## src/rtl/exc_ctrl.sv

```systemverilog
// CP0 exception/interrupt controller.
// Prioritises hardware interrupts and execute-stage exceptions, then sequences
// exception entry and ERET return by driving the Cause/EPC/Status write ports,
// the pipeline flush and the PC redirect. All outputs come straight from flops.
module exc_ctrl #(
  parameter logic [31:0] HANDLER_PC = 32'h0000_4180,
  parameter int unsigned NUM_INT    = 6
) (
  input  logic               clk,
  input  logic               rst,
  input  logic [NUM_INT-1:0] hw_int,
  input  logic               inst_valid,
  input  logic [31:0]        pc_in,
  input  logic               bd,
  input  logic               exc_ri,
  input  logic               exc_sys,
  input  logic               exc_ov,
  input  logic               eret,
  input  logic [31:0]        status_q,
  input  logic [31:0]        cause_q,
  input  logic [31:0]        epc_q,
  output logic               cause_w,
  output logic [31:0]        cause_d,
  output logic               epc_w,
  output logic [31:0]        epc_d,
  output logic               status_w,
  output logic [31:0]        status_d,
  output logic               flush,
  output logic               redirect,
  output logic [31:0]        redirect_pc,
  output logic               busy
);

  typedef enum logic [1:0] {
    IDLE   = 2'd0,
    ENTRY  = 2'd1,
    RETURN = 2'd2
  } state_t;

  state_t state, state_next;

  logic [NUM_INT-1:0] int_meta;
  logic [NUM_INT-1:0] ip_sync;
  logic [5:0]         ip_field;

  logic        exl;
  logic        ie;
  logic        int_req;
  logic        exc_any;
  logic        accept;
  logic        ret;
  logic        refresh;
  logic [4:0]  exc_code;
  logic [31:0] epc_cap;

  logic        cause_w_n;
  logic [31:0] cause_d_n;
  logic        epc_w_n;
  logic [31:0] epc_d_n;
  logic        status_w_n;
  logic [31:0] status_d_n;
  logic        flush_n;
  logic        redirect_n;
  logic [31:0] redirect_pc_n;
  logic        busy_n;

  // Two-flop synchroniser for the asynchronous interrupt lines.
  always_ff @(posedge clk or posedge rst) begin
    if (rst) begin
      int_meta <= '0;
      ip_sync  <= '0;
    end else begin
      int_meta <= hw_int;
      ip_sync  <= int_meta;
    end
  end

  // Zero-extend the synchronised lines into the 6-bit IP field of Cause.
  always_comb begin
    ip_field = '0;
    ip_field[NUM_INT-1:0] = ip_sync;
  end

  // Request decode: interrupt qualification, priority encoding and EPC selection.
  always_comb begin
    exl     = status_q[1];
    ie      = status_q[0];
    int_req = ie & ~exl & (|(ip_sync & status_q[10 +: NUM_INT]));
    exc_any = ~exl & (int_req | exc_ri | exc_sys | exc_ov);
    accept  = (state == IDLE) & inst_valid & exc_any;
    ret     = (state == IDLE) & inst_valid & ~exc_any & eret & exl;
    // cause_w being high means a refresh is already in flight and cause_q is
    // still stale for one cycle; holding off here keeps it to a single pulse.
    refresh = (state == IDLE) & ~accept & ~ret & ~cause_w &
              (ip_field != cause_q[15:10]);

    if (int_req)      exc_code = 5'd0;
    else if (exc_ri)  exc_code = 5'd10;
    else if (exc_sys) exc_code = 5'd8;
    else              exc_code = 5'd12;

    epc_cap = bd ? (pc_in - 32'd4) : pc_in;
  end

  // State and output registers; outputs are loaded from the next-state decode
  // so they line up with the cycle the FSM spends in ENTRY/RETURN.
  always_ff @(posedge clk or posedge rst) begin
    if (rst) begin
      state       <= IDLE;
      cause_w     <= 1'b0;
      cause_d     <= '0;
      epc_w       <= 1'b0;
      epc_d       <= '0;
      status_w    <= 1'b0;
      status_d    <= '0;
      flush       <= 1'b0;
      redirect    <= 1'b0;
      redirect_pc <= '0;
      busy        <= 1'b0;
    end else begin
      state       <= state_next;
      cause_w     <= cause_w_n;
      cause_d     <= cause_d_n;
      epc_w       <= epc_w_n;
      epc_d       <= epc_d_n;
      status_w    <= status_w_n;
      status_d    <= status_d_n;
      flush       <= flush_n;
      redirect    <= redirect_n;
      redirect_pc <= redirect_pc_n;
      busy        <= busy_n;
    end
  end

  // Next-state logic: ENTRY and RETURN each last one cycle.
  always_comb begin
    state_next = IDLE;
    case (state)
      IDLE: begin
        if (accept)   state_next = ENTRY;
        else if (ret) state_next = RETURN;
        else          state_next = IDLE;
      end
      default: state_next = IDLE;
    endcase
  end

  // Output decode for the upcoming cycle, including the IP refresh write.
  always_comb begin
    cause_w_n     = 1'b0;
    cause_d_n     = '0;
    epc_w_n       = 1'b0;
    epc_d_n       = '0;
    status_w_n    = 1'b0;
    status_d_n    = '0;
    flush_n       = 1'b0;
    redirect_n    = 1'b0;
    redirect_pc_n = '0;
    busy_n        = 1'b0;
    case (state_next)
      ENTRY: begin
        cause_w_n     = 1'b1;
        cause_d_n     = {bd, cause_q[30:16], ip_field, cause_q[9:7], exc_code, 2'b00};
        epc_w_n       = 1'b1;
        epc_d_n       = epc_cap;
        status_w_n    = 1'b1;
        status_d_n    = status_q | 32'h0000_0002;
        flush_n       = 1'b1;
        redirect_n    = 1'b1;
        redirect_pc_n = HANDLER_PC;
        busy_n        = 1'b1;
      end
      RETURN: begin
        status_w_n    = 1'b1;
        status_d_n    = status_q & ~32'h0000_0002;
        flush_n       = 1'b1;
        redirect_n    = 1'b1;
        redirect_pc_n = epc_q;
        busy_n        = 1'b1;
      end
      default: begin
        if (refresh) begin
          cause_w_n = 1'b1;
          cause_d_n = {cause_q[31:16], ip_field, cause_q[9:0]};
        end
      end
    endcase
  end

endmodule
```

## config.mk

```make
export PLATFORM = sky130hd
export DESIGN_NAME = exc_ctrl
export DESIGN_NICKNAME = d
export VERILOG_FILES = /design/src/rtl/exc_ctrl.sv
export SDC_FILE = /design/constraint.sdc
export NUM_CORES = 1
export LEC_CHECK = 0
export ABC_CLOCK_PERIOD_IN_PS = 10640
export CELL_PAD_IN_SITES_DETAIL_PLACEMENT = 0
export CELL_PAD_IN_SITES_GLOBAL_PLACEMENT = 1
export CORE_MARGIN = 3
export CORE_UTILIZATION = 27
export CTS_CLUSTER_SIZE = 25
export DETAILED_ROUTE_END_ITERATION = 8
export HOLD_SLACK_MARGIN = 0.15
export PLACE_DENSITY = 0.76
export SLEW_MARGIN = 20
export SYNTH_ARGS = -nofsm -noshare
export SYNTH_HDL_FRONTEND = slang
export SYNTH_SLANG_ARGS = --single-unit
```

## constraint.sdc

```tcl
create_clock -name clk -period 10.64 [get_ports clk]
set_input_delay 2.128 -clock clk [delete_from_list [all_inputs] [get_ports clk]]
set_output_delay 2.128 -clock clk [all_outputs]
set_load 0.02 [all_outputs]
```

==> qor.json <==
{
  "ir_drop_v": 0.0000913,
  "hold_violations": 0,
  "synthTopCellsByCount": "sky130_fd_sc_hd__dfrtp_1, sky130_fd_sc_hd__nor2b_1, sky130_fd_sc_hd__and2_1, sky130_fd_sc_hd__a21boi_0, sky130_fd_sc_hd__clkbuf_1",
  "route.vias.total": 4328,
  "fp.dieArea_sq_um": 21600,
  "wirelength_met1_mm": 6.75,
  "clock_tree.buffer_depth": 2,
  "arrival_ns": 4.89,
  "p_per_area_nw_per_um2": 163,
  "final_routed_drc_violation_total": 0,
  "drt.antenna.violating_nets": 0,
  "r2r_start": "ip_field[2]",
  "synth_top_cells_by_area": "sky130_fd_sc_hd__dfrtp_1, sky130_fd_sc_hd__nor2b_1, sky130_fd_sc_hd__and2_1",
  "crit_path_cell_trace": "clkdlybuf4s50_1 -> nor3_1 -> nand4_1 -> nand2_2 -> buf_4 -> clkinv_1 -> o32ai_1",
  "final-max-slew-violation-count": 0,
  "ctsHoldBuffers": 0,
  "synthesis.nets": 576,
  "timing.rr.end": "cause_d[3]",
  "ys_async_sr_fraction_pct": 100,
  "maxSlewHeadroom_pct": 37.5,
  "final_cycle_share_pct": 43.0,
  "drt_total_wl_mm": 16.7,
  "first_global_vias": 4709,
  "ys.flop_type": "sky130_fd_sc_hd__dfrtp_1",
  "timing.clock.skew_ns": 0.0153,
  "layout-drive-gt1-share_pct": 6.41,
  "insertion_delay_to_the_later_sink_of_the_worst_skew_pair_ns": 0.42,
  "floorplan.initialDensity_pct": 28.0,
  "synth_compound_area_share_pct": 8.62,
  "synthesis.area_sq_um": 5370,
  "reg2reg_setup_slack_ns": 7.81,
  "yosys.area_share.adder_pct": 0.233,
  "grt.overflow.total": 0,
  "worstHoldPathType": "flop to flop",
  "max_freq_ghz": 0.218,
  "total_power_w": 0.00146,
  "detailedRoute.firstPassIterationCount": 4,
  "grt_max_degree": 80,
  "detailroute.wirelength.met3_mm": 1.28,
  "crit_path_end_kind": "flop",
  "p_leak_nw": 3.79,
  "crit_path_max_fanout": 57,
  "synth-edff-count": 0,
  "crit_path_largest_cell_delay_ns": 0.52,
  "layout-area-overhead-vs-synth_pct": 67.6,
  "synth_simple_gate_area_share_pct": 18.1,
  "grt_util_all_layers_pct": 15.6,
  "placementRows": 50,
  "routed_via_density": 4.43,
  "initial_antenna_violation_count": 1,
  "placeableCoreArea_sq_um": 19100,
  "cap_violations": 0,
  "ctsResizeCount": 0,
  "synth.distinct_cells": 40,
  "worst_hold_startpoint": "int_meta[3]",
  "postCtsSetupRepairBufs": 0,
  "netlist.top_cell.by_area": "sky130_fd_sc_hd__dfrtp_1",
  "n_fill_cell": 1741,
  "yosys_register_bits": 144,
  "outcome": "finished clean",
  "post_synthesis_mux_area_share_pct": 0.559,
  "first_pass_grt_wire_length_mm": 26.3,
  "synth_top_family_by_area": "simple AND/OR/NAND/NOR gates",
  "netlist.area_leader.share_pct": 67.1,
  "top_level_ports": 276,
  "placement.cell_area_sq_um": 8380,
  "place_hpwl_mm": 12.4,
  "fp.dieW_microns": 147,
  "count_leader_synth": "sky130_fd_sc_hd__dfrtp_1",
  "ys_warn_count": 0,
  "yosys.area_share.xor_xnor_pct": 2.28,
  "hold_depth": 0,
  "cts.reportedPaths.clkPinSlew_ns": 0.06,
  "antenna-diode-count": 0,
  "cts.root.buffer_cell": "sky130_fd_sc_hd__clkbuf_16",
  "cts_tree": "built",
  "final-setup-viol-count": 0,
  "timing.critical_path.required_ns": 10.95,
  "routabilityCongestion": 0.817,
  "first_iter_violations": 200,
  "highest_layer": "met5",
  "syn-instance-count": 433,
  "post_drt_wl_per_cell_microns": 17.1,
  "cts_num_sinks": 144,
  "synth.yosys.seq_area_share_pct": 67.1,
  "cts_max_level": 4,
  "crit_type": "primary input to flop",
  "finalSetupTns_ns": 0,
  "timing.hold.worst_endpoint": "ip_field[3]",
  "die-height_microns": 147,
  "critical_path.startpoint_type": "primary input",
  "timing.reg2reg.worst_path_depth": 6,
  "cts_inserted_buffers": 17,
  "port_buffers": 275,
  "final_nets": 848,
  "design_area_sq_um": 9000,
  "critical_path.slowest_cell": "sky130_fd_sc_hd__nand4_1",
  "wl_met2_mm": 8.48,
  "timing.final.crit_period_ns": 4.58,
  "syn_avg_cell_area_sq_um": 12.4,
  "tightestPinTransition_ns": 0.938,
  "rsz_0062_raised_after_global_routing": "no"
}
[sequential cells by signal, indices dropped and copies added (netlist names)]
signal,flops
busy,1
cause_w,1
state,2
epc_d,32
ip_field,6
redirect_pc,32
cause_d,32
status_d,31
int_meta,6
epc_w,1
[cell usage in the layout, fill, tap and decap left out, types with 4 or more instances in the layout]
cell	count
sky130_fd_sc_hd__xnor2_1	11
sky130_fd_sc_hd__nor4_1	7
sky130_fd_sc_hd__buf_4	5
sky130_fd_sc_hd__clkbuf_16	17
sky130_fd_sc_hd__nor3b_1	4
sky130_fd_sc_hd__nor2b_1	31
sky130_fd_sc_hd__inv_6	6
sky130_fd_sc_hd__inv_1	10
sky130_fd_sc_hd__o21ai_0	7
sky130_fd_sc_hd__clkdlybuf4s50_1	275
sky130_fd_sc_hd__o31ai_1	10
sky130_fd_sc_hd__nor3_1	6
sky130_fd_sc_hd__or4_1	11
sky130_fd_sc_hd__or3_1	10
sky130_fd_sc_hd__or4b_1	4
sky130_fd_sc_hd__nor2_1	15
sky130_fd_sc_hd__dfrtp_1	144
sky130_fd_sc_hd__nand3b_1	5
sky130_fd_sc_hd__a21oi_1	19
sky130_fd_sc_hd__and2_1	29
sky130_fd_sc_hd__nand3_1	7
sky130_fd_sc_hd__nand2_1	16
sky130_fd_sc_hd__a21boi_0	24
sky130_fd_sc_hd__or2_2	4
[power breakdown]
part / switching, W / internal, W / leakage (nW)
logic: 0.000117 / 0.000124 / 1.57
registers: 0.0000118 / 0.000582 / 1.91
clock network: 0.000250 / 0.000378 / 0.305
[logic make-up after synthesis]
logic type      count (synthesis)
xor+xnor                       14
flops                         144
compound gates                 70
buf+inv                        39
mux                             3
fa+ha+maj                       1
simple gates                  162
[stage by stage]
step                      cells  hold slack (ns)  setup slack (ns)  util, %
after floorplan             433            0.331              4.65        -
after global placement      946            0.332              5.68     43.8
after detailed placement    946            0.336              5.55     43.8
after CTS                   978            0.349              6.00     47.0
after global routing        978            0.367              5.70     47.0
final                       978            0.343              6.06     47.0
[how the worst max path moves through the flow]
| stage | start | end | slack, ns | depth (start not counted) |
|---|---|---|---|---|
| floorplan | rst | busy | 4.65 | 1 |
| global placement | exc_ri | cause_d[3] | 5.68 | 7 |
| detailed placement | exc_ri | cause_d[3] | 5.55 | 7 |
| CTS | exc_ri | cause_d[3] | 6.00 | 7 |
| global route | exc_ri | cause_d[4] | 5.70 | 7 |
| finish | exc_ri | cause_d[3] | 6.06 | 7 |
[layout make-up]
cell class	instances	area, sq um	area share (%)
clock buffers	17	425	4.73
clock inverters	15	198	2.20
inverters	12	50.0	0.556
multi-input cells	250	1610	17.9
flip-flops and latches	144	3600	40.0
well taps	260	325	3.61
repair buffers	280	2790	31.0
[critical path: cells and delay by family]
kind | cells | cell delay, ns
buffers and inverters | 3 | 1.34
and+or+nand+nor | 3 | 1.03
AOI/OAI and AO/OA | 1 | 0.37
[metal layers]
metal | track usage (%) | up-vias
li1 | - | 2022
met1 | 18.7 | 2091
met2 | 26.6 | 199
met3 | 5.09 | 14
met4 | 4.94 | 2
met5 | 0 | -
Note: power is estimated with default switching activity, not from simulation.
